--- config.mk ---
export PLATFORM = sky130hd
export DESIGN_NAME = remote_cmd_pkt_tx
export DESIGN_NICKNAME = d
export VERILOG_FILES = /design/src/rtl/remote_cmd_pkt_tx_pkg.sv /design/src/rtl/remote_cmd_pkt_tx_uart.sv /design/src/rtl/remote_cmd_pkt_tx.sv
export SDC_FILE = /design/constraint.sdc
export NUM_CORES = 1
export LEC_CHECK = 0
export BUFFER_PORTS_ARGS = -buffer_cell sky130_fd_sc_hd__buf_2
export CAP_MARGIN = 15
export CELL_PAD_IN_SITES_DETAIL_PLACEMENT = 0
export CELL_PAD_IN_SITES_GLOBAL_PLACEMENT = 1
export CORE_MARGIN = 2
export CORE_UTILIZATION = 49
export CTS_BUF_LIST = sky130_fd_sc_hd__clkbuf_2
export DETAILED_ROUTE_END_ITERATION = 8
export PLACE_DENSITY_LB_ADDON = 0.1
export SKIP_LAST_GASP = 1
export SYNTH_ARGS = -nofsm -noshare
export SYNTH_HDL_FRONTEND = slang
export SYNTH_SLANG_ARGS = --single-unit
--- constraint.sdc ---
create_clock -name clk -period 2.7 [get_ports clk]
set_clock_uncertainty 0.05 [all_clocks]
set_input_delay 0.54 -clock clk [delete_from_list [all_inputs] [get_ports clk]]
set_output_delay 0.54 -clock clk [all_outputs]
set_load 0.005 [all_outputs]
--- src/rtl/remote_cmd_pkt_tx_pkg.sv ---
// Shared types and helpers for the remote command packet transmitter.
package rc_pkg;

    typedef enum logic [1:0] {
        IDLE,
        SEND,
        WAIT_RESP
    } rc_state_t;

    localparam int UART_FRAME_BITS = 10;

    function automatic logic [7:0] chk_add(
        input logic [7:0] acc,
        input logic [7:0] b
    );
        return acc + b;
    endfunction

endpackage

--- src/rtl/remote_cmd_pkt_tx_uart.sv ---
// 8-bit UART transceiver: 1 start, 8 data LSB-first, 1 stop.
// tx_done is a 1-cycle pulse after the stop bit; a trmt in that cycle starts the next frame.
module remote_cmd_pkt_tx_uart
    import rc_pkg::*;
#(
    parameter int BAUD_DIV = 434
) (
    input  logic       clk,
    input  logic       rst_n,
    input  logic       i_rx,
    output logic       o_tx,
    input  logic [7:0] i_tx_data,
    input  logic       i_trmt,
    output logic       o_tx_done,
    output logic [7:0] o_rx_data,
    output logic       o_rx_rdy,
    input  logic       i_clr_rx_rdy
);

    localparam logic [15:0] BAUD_M1   = 16'(BAUD_DIV - 1);
    localparam logic [15:0] BAUD_HALF = 16'(BAUD_DIV / 2 - 1);
    localparam logic [3:0]  LAST_BIT  = 4'(UART_FRAME_BITS - 1);

    logic        r_tx_busy;
    logic [15:0] r_tx_baud;
    logic [3:0]  r_tx_bits;
    logic [9:0]  r_tx_shft;
    logic        r_tx_done;

    always_ff @(posedge clk or negedge rst_n) begin
        if (!rst_n) begin
            r_tx_busy <= 1'b0;
            r_tx_baud <= '0;
            r_tx_bits <= '0;
            r_tx_shft <= '1;
            r_tx_done <= 1'b0;
        end else begin
            r_tx_done <= 1'b0;
            if (i_trmt) begin
                r_tx_shft <= {1'b1, i_tx_data, 1'b0};
                r_tx_busy <= 1'b1;
                r_tx_baud <= '0;
                r_tx_bits <= '0;
            end else if (r_tx_busy) begin
                if (r_tx_baud == BAUD_M1) begin
                    r_tx_baud <= '0;
                    r_tx_shft <= {1'b1, r_tx_shft[9:1]};
                    r_tx_bits <= r_tx_bits + 4'd1;
                    if (r_tx_bits == LAST_BIT) begin
                        r_tx_busy <= 1'b0;
                        r_tx_done <= 1'b1;
                    end
                end else begin
                    r_tx_baud <= r_tx_baud + 16'd1;
                end
            end
        end
    end

    assign o_tx      = r_tx_shft[0];
    assign o_tx_done = r_tx_done;

    logic        r_rx_s1;
    logic        r_rx_s2;
    logic        r_rx_busy;
    logic [15:0] r_rx_baud;
    logic [3:0]  r_rx_bits;
    logic [7:0]  r_rx_shft;
    logic        r_rx_rdy;

    // Samples land mid-bit: half a bit after the start edge, then every bit time.
    always_ff @(posedge clk or negedge rst_n) begin
        if (!rst_n) begin
            r_rx_s1   <= 1'b1;
            r_rx_s2   <= 1'b1;
            r_rx_busy <= 1'b0;
            r_rx_baud <= '0;
            r_rx_bits <= '0;
            r_rx_shft <= '0;
            r_rx_rdy  <= 1'b0;
        end else begin
            r_rx_s1 <= i_rx;
            r_rx_s2 <= r_rx_s1;
            if (i_clr_rx_rdy) begin
                r_rx_rdy <= 1'b0;
            end
            if (!r_rx_busy) begin
                if (!r_rx_s2) begin
                    r_rx_busy <= 1'b1;
                    r_rx_baud <= BAUD_HALF;
                    r_rx_bits <= '0;
                    r_rx_rdy  <= 1'b0;
                end
            end else if (r_rx_baud == '0) begin
                r_rx_baud <= BAUD_M1;
                r_rx_bits <= r_rx_bits + 4'd1;
                if (r_rx_bits != '0 && r_rx_bits != LAST_BIT) begin
                    r_rx_shft <= {r_rx_s2, r_rx_shft[7:1]};
                end
                if (r_rx_bits == LAST_BIT) begin
                    r_rx_busy <= 1'b0;
                    r_rx_rdy  <= r_rx_s2;
                end
            end else begin
                r_rx_baud <= r_rx_baud - 16'd1;
            end
        end
    end

    assign o_rx_data = r_rx_shft;
    assign o_rx_rdy  = r_rx_rdy;

endmodule

--- src/rtl/remote_cmd_pkt_tx.sv ---
// Remote command transmitter: sends cmd, payload MSB-byte-first and optional checksum
// over the UART, then optionally supervises the response with a timeout.
module remote_cmd_pkt_tx
    import rc_pkg::*;
#(
    parameter int DATA_BYTES = 2,
    parameter int CHKSUM_EN  = 0,
    parameter int TMO_CYCLES = 1000000,
    parameter int BAUD_DIV   = 434
) (
    input  logic                    clk,
    input  logic                    rst_n,
    input  logic                    RX,
    output logic                    TX,
    input  logic                    send_cmd,
    input  logic [7:0]              cmd,
    input  logic [8*DATA_BYTES-1:0] data,
    output logic                    busy,
    output logic                    cmd_sent,
    output logic                    resp_rdy,
    output logic [7:0]              resp,
    input  logic                    clr_resp_rdy,
    output logic                    resp_tmo
);

    localparam int NB = 1 + DATA_BYTES + CHKSUM_EN;
    localparam int IW = $clog2(NB + 1);
    localparam int PW = 8 * DATA_BYTES;
    localparam int TW = (TMO_CYCLES > 1) ? $clog2(TMO_CYCLES) : 1;

    localparam logic [IW-1:0] LAST_IDX = IW'(NB - 1);
    localparam logic [TW-1:0] TMO_LAST =
        TW'((TMO_CYCLES > 0) ? TMO_CYCLES - 1 : 0);
    localparam rc_state_t DONE_ST =
        (TMO_CYCLES != 0) ? WAIT_RESP : IDLE;

    rc_state_t       r_state;
    rc_state_t       w_nxt;
    logic [PW+7:0]   r_shft;
    logic [IW-1:0]   r_idx;
    logic [IW-1:0]   w_nidx;
    logic            r_first;
    logic [7:0]      r_chk;
    logic [TW-1:0]   r_tmr;
    logic            w_accept;
    logic            w_trmt;
    logic            w_tx_done;
    logic            w_last_done;
    logic            w_expire;
    logic            w_is_chk;
    logic            w_rx_rdy;
    logic [7:0]      w_tx_byte;
    logic [7:0]      w_rx_data;

    assign w_accept    = (r_state == IDLE) && send_cmd;
    assign w_last_done = (r_state == SEND) && w_tx_done
                         && (r_idx == LAST_IDX);
    assign w_expire    = (r_state == WAIT_RESP) && (r_tmr == TMO_LAST);

    // The top of r_shft always holds the next unsent cmd/data byte.
    assign w_nidx    = r_first ? '0 : r_idx + IW'(1);
    assign w_is_chk  = (CHKSUM_EN != 0) && (w_nidx == LAST_IDX);
    assign w_tx_byte = w_is_chk ? ~r_chk : r_shft[PW+7 -: 8];

    always_ff @(posedge clk or negedge rst_n) begin
        if (!rst_n) begin
            r_state <= IDLE;
        end else begin
            r_state <= w_nxt;
        end
    end

    always_comb begin
        w_nxt = r_state;
        unique case (r_state)
            IDLE: begin
                if (send_cmd) begin
                    w_nxt = SEND;
                end
            end
            SEND: begin
                if (w_last_done) begin
                    w_nxt = DONE_ST;
                end
            end
            WAIT_RESP: begin
                if (w_rx_rdy || w_expire) begin
                    w_nxt = IDLE;
                end
            end
            default: w_nxt = IDLE;
        endcase
    end

    always_comb begin
        busy     = 1'b0;
        w_trmt   = 1'b0;
        cmd_sent = 1'b0;
        resp_tmo = 1'b0;
        unique case (r_state)
            SEND: begin
                busy     = 1'b1;
                w_trmt   = r_first || (w_tx_done && !w_last_done);
                cmd_sent = w_last_done;
            end
            WAIT_RESP: begin
                busy     = 1'b1;
                resp_tmo = w_expire && !w_rx_rdy;
            end
            default: begin
            end
        endcase
    end

    always_ff @(posedge clk or negedge rst_n) begin
        if (!rst_n) begin
            r_shft  <= '0;
            r_idx   <= '0;
            r_first <= 1'b0;
            r_chk   <= '0;
            r_tmr   <= '0;
        end else begin
            if (w_accept) begin
                r_shft  <= {cmd, data};
                r_idx   <= '0;
                r_first <= 1'b1;
                r_chk   <= '0;
            end else if (w_trmt) begin
                r_shft  <= {r_shft[PW-1:0], 8'h00};
                r_chk   <= chk_add(r_chk, r_shft[PW+7 -: 8]);
                r_first <= 1'b0;
                r_idx   <= w_nidx;
            end
            if (r_state == SEND) begin
                r_tmr <= '0;
            end else if (r_state == WAIT_RESP) begin
                r_tmr <= r_tmr + TW'(1);
            end
        end
    end

    remote_cmd_pkt_tx_uart #(
        .BAUD_DIV(BAUD_DIV)
    ) u_uart (
        .clk         (clk),
        .rst_n       (rst_n),
        .i_rx        (RX),
        .o_tx        (TX),
        .i_tx_data   (w_tx_byte),
        .i_trmt      (w_trmt),
        .o_tx_done   (w_tx_done),
        .o_rx_data   (w_rx_data),
        .o_rx_rdy    (w_rx_rdy),
        .i_clr_rx_rdy(clr_resp_rdy)
    );

    assign resp_rdy = w_rx_rdy;
    assign resp     = w_rx_data;

endmodule

==> summary.md <==
| Metric | Value |
|---|---|
| Flop2flop setup slack | 0.11 ns |
| Critical Path, Cell by Cell | or4_4, or3_4, or2_1, nor3_4, mux2_2 |
| Clock Latency Late Sink | 0.63 ns |
| Maxcap violations | 0 |
| Layout fillers | 1057 |
| RR Startpoint | u_uart.r_rx_baud[10] |
| Post-Synthesis Net Count | 621 |
| GRT met3 Usage | 4.59% |
| Slowest CP cell | or4_4 |
| Lkg Pwr | 0.00289 uW |
| Final Wtd Congestion | 0.859 |
| Area growth syn-to-layout | 12.5% |
| Layout cells sized above 1 | 17.3% |
| Mapped Area | 5610 sq um |
| Hold Crit Class | in2reg |
| CTS tree | done |
| Inst Count DP | 746 |
| CTS max path bufs | 2 |
| Final Setup Violations | 0 |
| Post-synth EDFFs | 0 |
| GR Util met2 | 30.3% |
| Syn avg cell area | 9.73 sq um |
| Sequential share of the synthesized area | 50.2% |
| DR WL/cell | 14.2 um |
| NumNets Final | 676 |
| # H-tree levels | 3 |
| Library cells used by synthesis | 59 |
| Synth warn | 0 |
| Worst-Margin Slew | 0.682 ns |
| # IOs | 42 |
| Async set or reset register ratio after synthesis | 100% |
| Total Power | 4180 uW |
| Total gr overflow | 0 |
| Non-Filler Instances | 780 |
| Worst path arrival time | 3.10 ns |
| Die area | 12300 sq um |
| Cells on Worst Hold Path | 3 |
| Iteration-0 DRC Markers | 254 |
| Crit-path max cell delay | 0.52 ns |
| Min-Delay Endpoint | r_shft[0] |
| Final hold vios | 0 |
| Max_slew headroom | 54.4% |
| Floorplan row count | 39 |
| Number of global-route vias before repair | 4017 |
| Setup CP Type | reg2reg |
| R2R depth | 5 |
| Die W | 111 um |
| Final Max Slew Viols | 0 |
| DRT antenna net count | 0 |
| Pwr/cell area | 662 nW/um^2 |
| Via count | 4279 |
| Pre-antenna DRT Iters | 4 |
| Most Crowded Layer GR | met2 |
| Tmin final | 2.59 ns |
| RSZ-0062 raised after global routing | yes |
| Worst-path fanout max | 8 |
| TritonCTS buffer count | 9 |
| CTS Sinks | 112 |
| CP Data Required Time | 3.21 ns |
| Hold path start | data[0] |
| Worst R2R End | u_uart.o_rx_data[1] |
| Final setup TNS | 0 ns |
| Yosys reg bits | 112 |
| Initial antenna violation count | 0 |
| Primary FF master, synth | dfrtp_1 |
| Status | complete, no violations |
| Worst vdd ir | 0.367 mV |
| Global-route wire length before repair | 19200 um |
| Detailed placer's ending HPWL | 7200 um |
| Critical path capture point type | flip-flop |
| Core Footprint | 11300 sq um |
| Post-synthesis instance total | 577 |
| Largest net degree at the start of global routing | 113 |
| Final period util | 95.8% |
| Clock Pin Slew Worst Setup and Hold Paths | 0.29 ns |
| Maximum clock rate | 386 MHz |
| Startpoint types | flip-flop |
| Inserted Diodes | 0 |
| Final wirelength | 11100 um |
| Initial Util | 49.6% |
| Grt met1 use | 25.7% |
| GRT Total Usage | 19.0% |
| PortBufs | 41 |
| Vias per cell | 5.49 |
| Clock root cell | clkbuf_2 |
| DRC | 0 |
| Die Y | 111 um |
==> synth_stat cells, drive strengths merged (6+ instances only) <==
cell type / n / area share, %
inv: 16 / 1.1
dfstp: 11 / 5.1
mux2i: 27 / 4.8
nor2: 43 / 2.9
nand4: 7 / 0.78
nor4: 7 / 1.0
mux2: 11 / 2.2
nand2: 77 / 5.1
nand2b: 7 / 0.78
a21oi: 22 / 2.0
or3: 8 / 0.98
xor2: 15 / 2.3
and4: 6 / 0.94
nor3: 14 / 1.4
and3: 12 / 1.3
o21ai: 64 / 5.7
nand3: 25 / 2.2
ha: 15 / 3.3
clkbuf: 24 / 1.6
xnor2: 8 / 1.2
dfrtp: 101 / 45
==> sequential cells by signal, indices dropped and copies added, names as in the netlist <==
register,cells
u_uart.r_rx_s2,1
u_uart.r_tx_shft,9
u_uart.o_tx_done,1
u_uart.o_rx_rdy,1
u_uart.r_tx_bits,4
u_uart.r_tx_baud,16
r_idx,2
r_first,1
u_uart.r_rx_s1,1
r_tmr,20
u_uart.o_rx_data,8
u_uart.r_tx_busy,1
u_uart.r_rx_busy,1
r_shft,24
r_state,2
u_uart.r_rx_baud,16
u_uart.r_rx_bits,4
==> what timing repair did <==
item | CTS | global route
hold buffers | 15 | 0
pin swaps | 1 | 4
buffers inserted | 3 | 0
gates resized for setup | 3 | 2
setup endpoints to repair | 1 | 2
endpoints found under the hold margin | 115 | 0
==> placed cells by master (no fill, tap or decap), types with 3 or more instances in the layout <==
cell type	count
nand2b_1	7
dfstp_2	11
o22ai_1	3
xnor2_1	8
nor2b_1	5
mux2_2	11
inv_1	16
mux2i_1	27
dfrtp_1	100
and2_1	3
buf_2	40
nand4_1	7
nor4_1	4
o31ai_1	3
nand2_1	77
nand4b_1	3
a31oi_1	5
nor3_1	13
a21oi_1	22
clkbuf_2	10
xor2_1	15
ha_1	14
dlygate4sd3_1	15
nand3_1	25
o21ai_0	62
nor2_1	43
and3_1	12
and4_1	6
nand3b_1	3
inv_6	3
or3_1	7
buf_4	15
==> cells by family (layout without fill, tap and decap cells) <==
family	Yosys count	count (layout)	synth area share, %
fa+ha+maj	15	15	3.34
mux	38	38	7.02
flops	112	112	50.2
compound gates	117	117	12.1
simple gates	228	228	20.6
buf+inv	44	104	3.21
xor+xnor	23	23	3.59
==> critical path, delay by kind of cell (launching register included) <==
| kind | cells | cell delay (ns) |
|---|---|---|
| flip-flops | 1 | 0.51 |
| multiplexers | 1 | 0.38 |
| AND/OR/NAND/NOR | 4 | 1.59 |
==> metrics by stage <==
stage	hold slack, ns	setup slack [ns]	util (%)	instance area [sq um]
floorplan	0.194	0.247	-	5610
global placement	0.296	0.152	53.0	6000
detailed placement	0.297	0.125	53.0	6000
CTS	0.00110	0.0113	55.7	6300
global route	0.00343	-0.0114	55.8	6310
finish	0.0593	0.112	55.8	6310
==> where the power goes <==
part	switching, uW	leakage, uW	total [uW]	internal [uW]
Clock	562	0.0000747	787	225
Combinational	646	0.00137	1120	476
Sequential	238	0.00145	2270	2030
==> worst max path at each step <==
stage,start,slack [ns],to
floorplan,u_uart.r_rx_baud[12],0.25,u_uart.o_rx_data[0]
global placement,u_uart.r_rx_baud[12],0.15,u_uart.o_rx_data[1]
detailed placement,u_uart.r_rx_baud[12],0.13,u_uart.o_rx_data[1]
CTS,r_tmr[13],0.01,resp_tmo
global route,r_state[0],-0.01,resp_tmo
finish,u_uart.r_rx_baud[10],0.11,u_uart.o_rx_data[1]
==> per-layer routing <==
layer | vias to the layer above | part of all wire (%)
met5 | - | 0
met4 | 0 | 1.4
met3 | 12 | 3.4
met2 | 68 | 47
met1 | 2048 | 48
li1 | 2151 | -
==> area by class of cell <==
class,instances,area [sq um],share of cell area [%]
clock buffers,10,50.0,0.793
repair buffers,72,503,7.97
clock inverters,6,65.1,1.03
well taps,143,179,2.83
inverters,16,60.1,0.951
multi-input cells,421,2640,41.8
flip-flops and latches,112,2820,44.6
No activity file was read; power rests on OpenSTA's default activity.
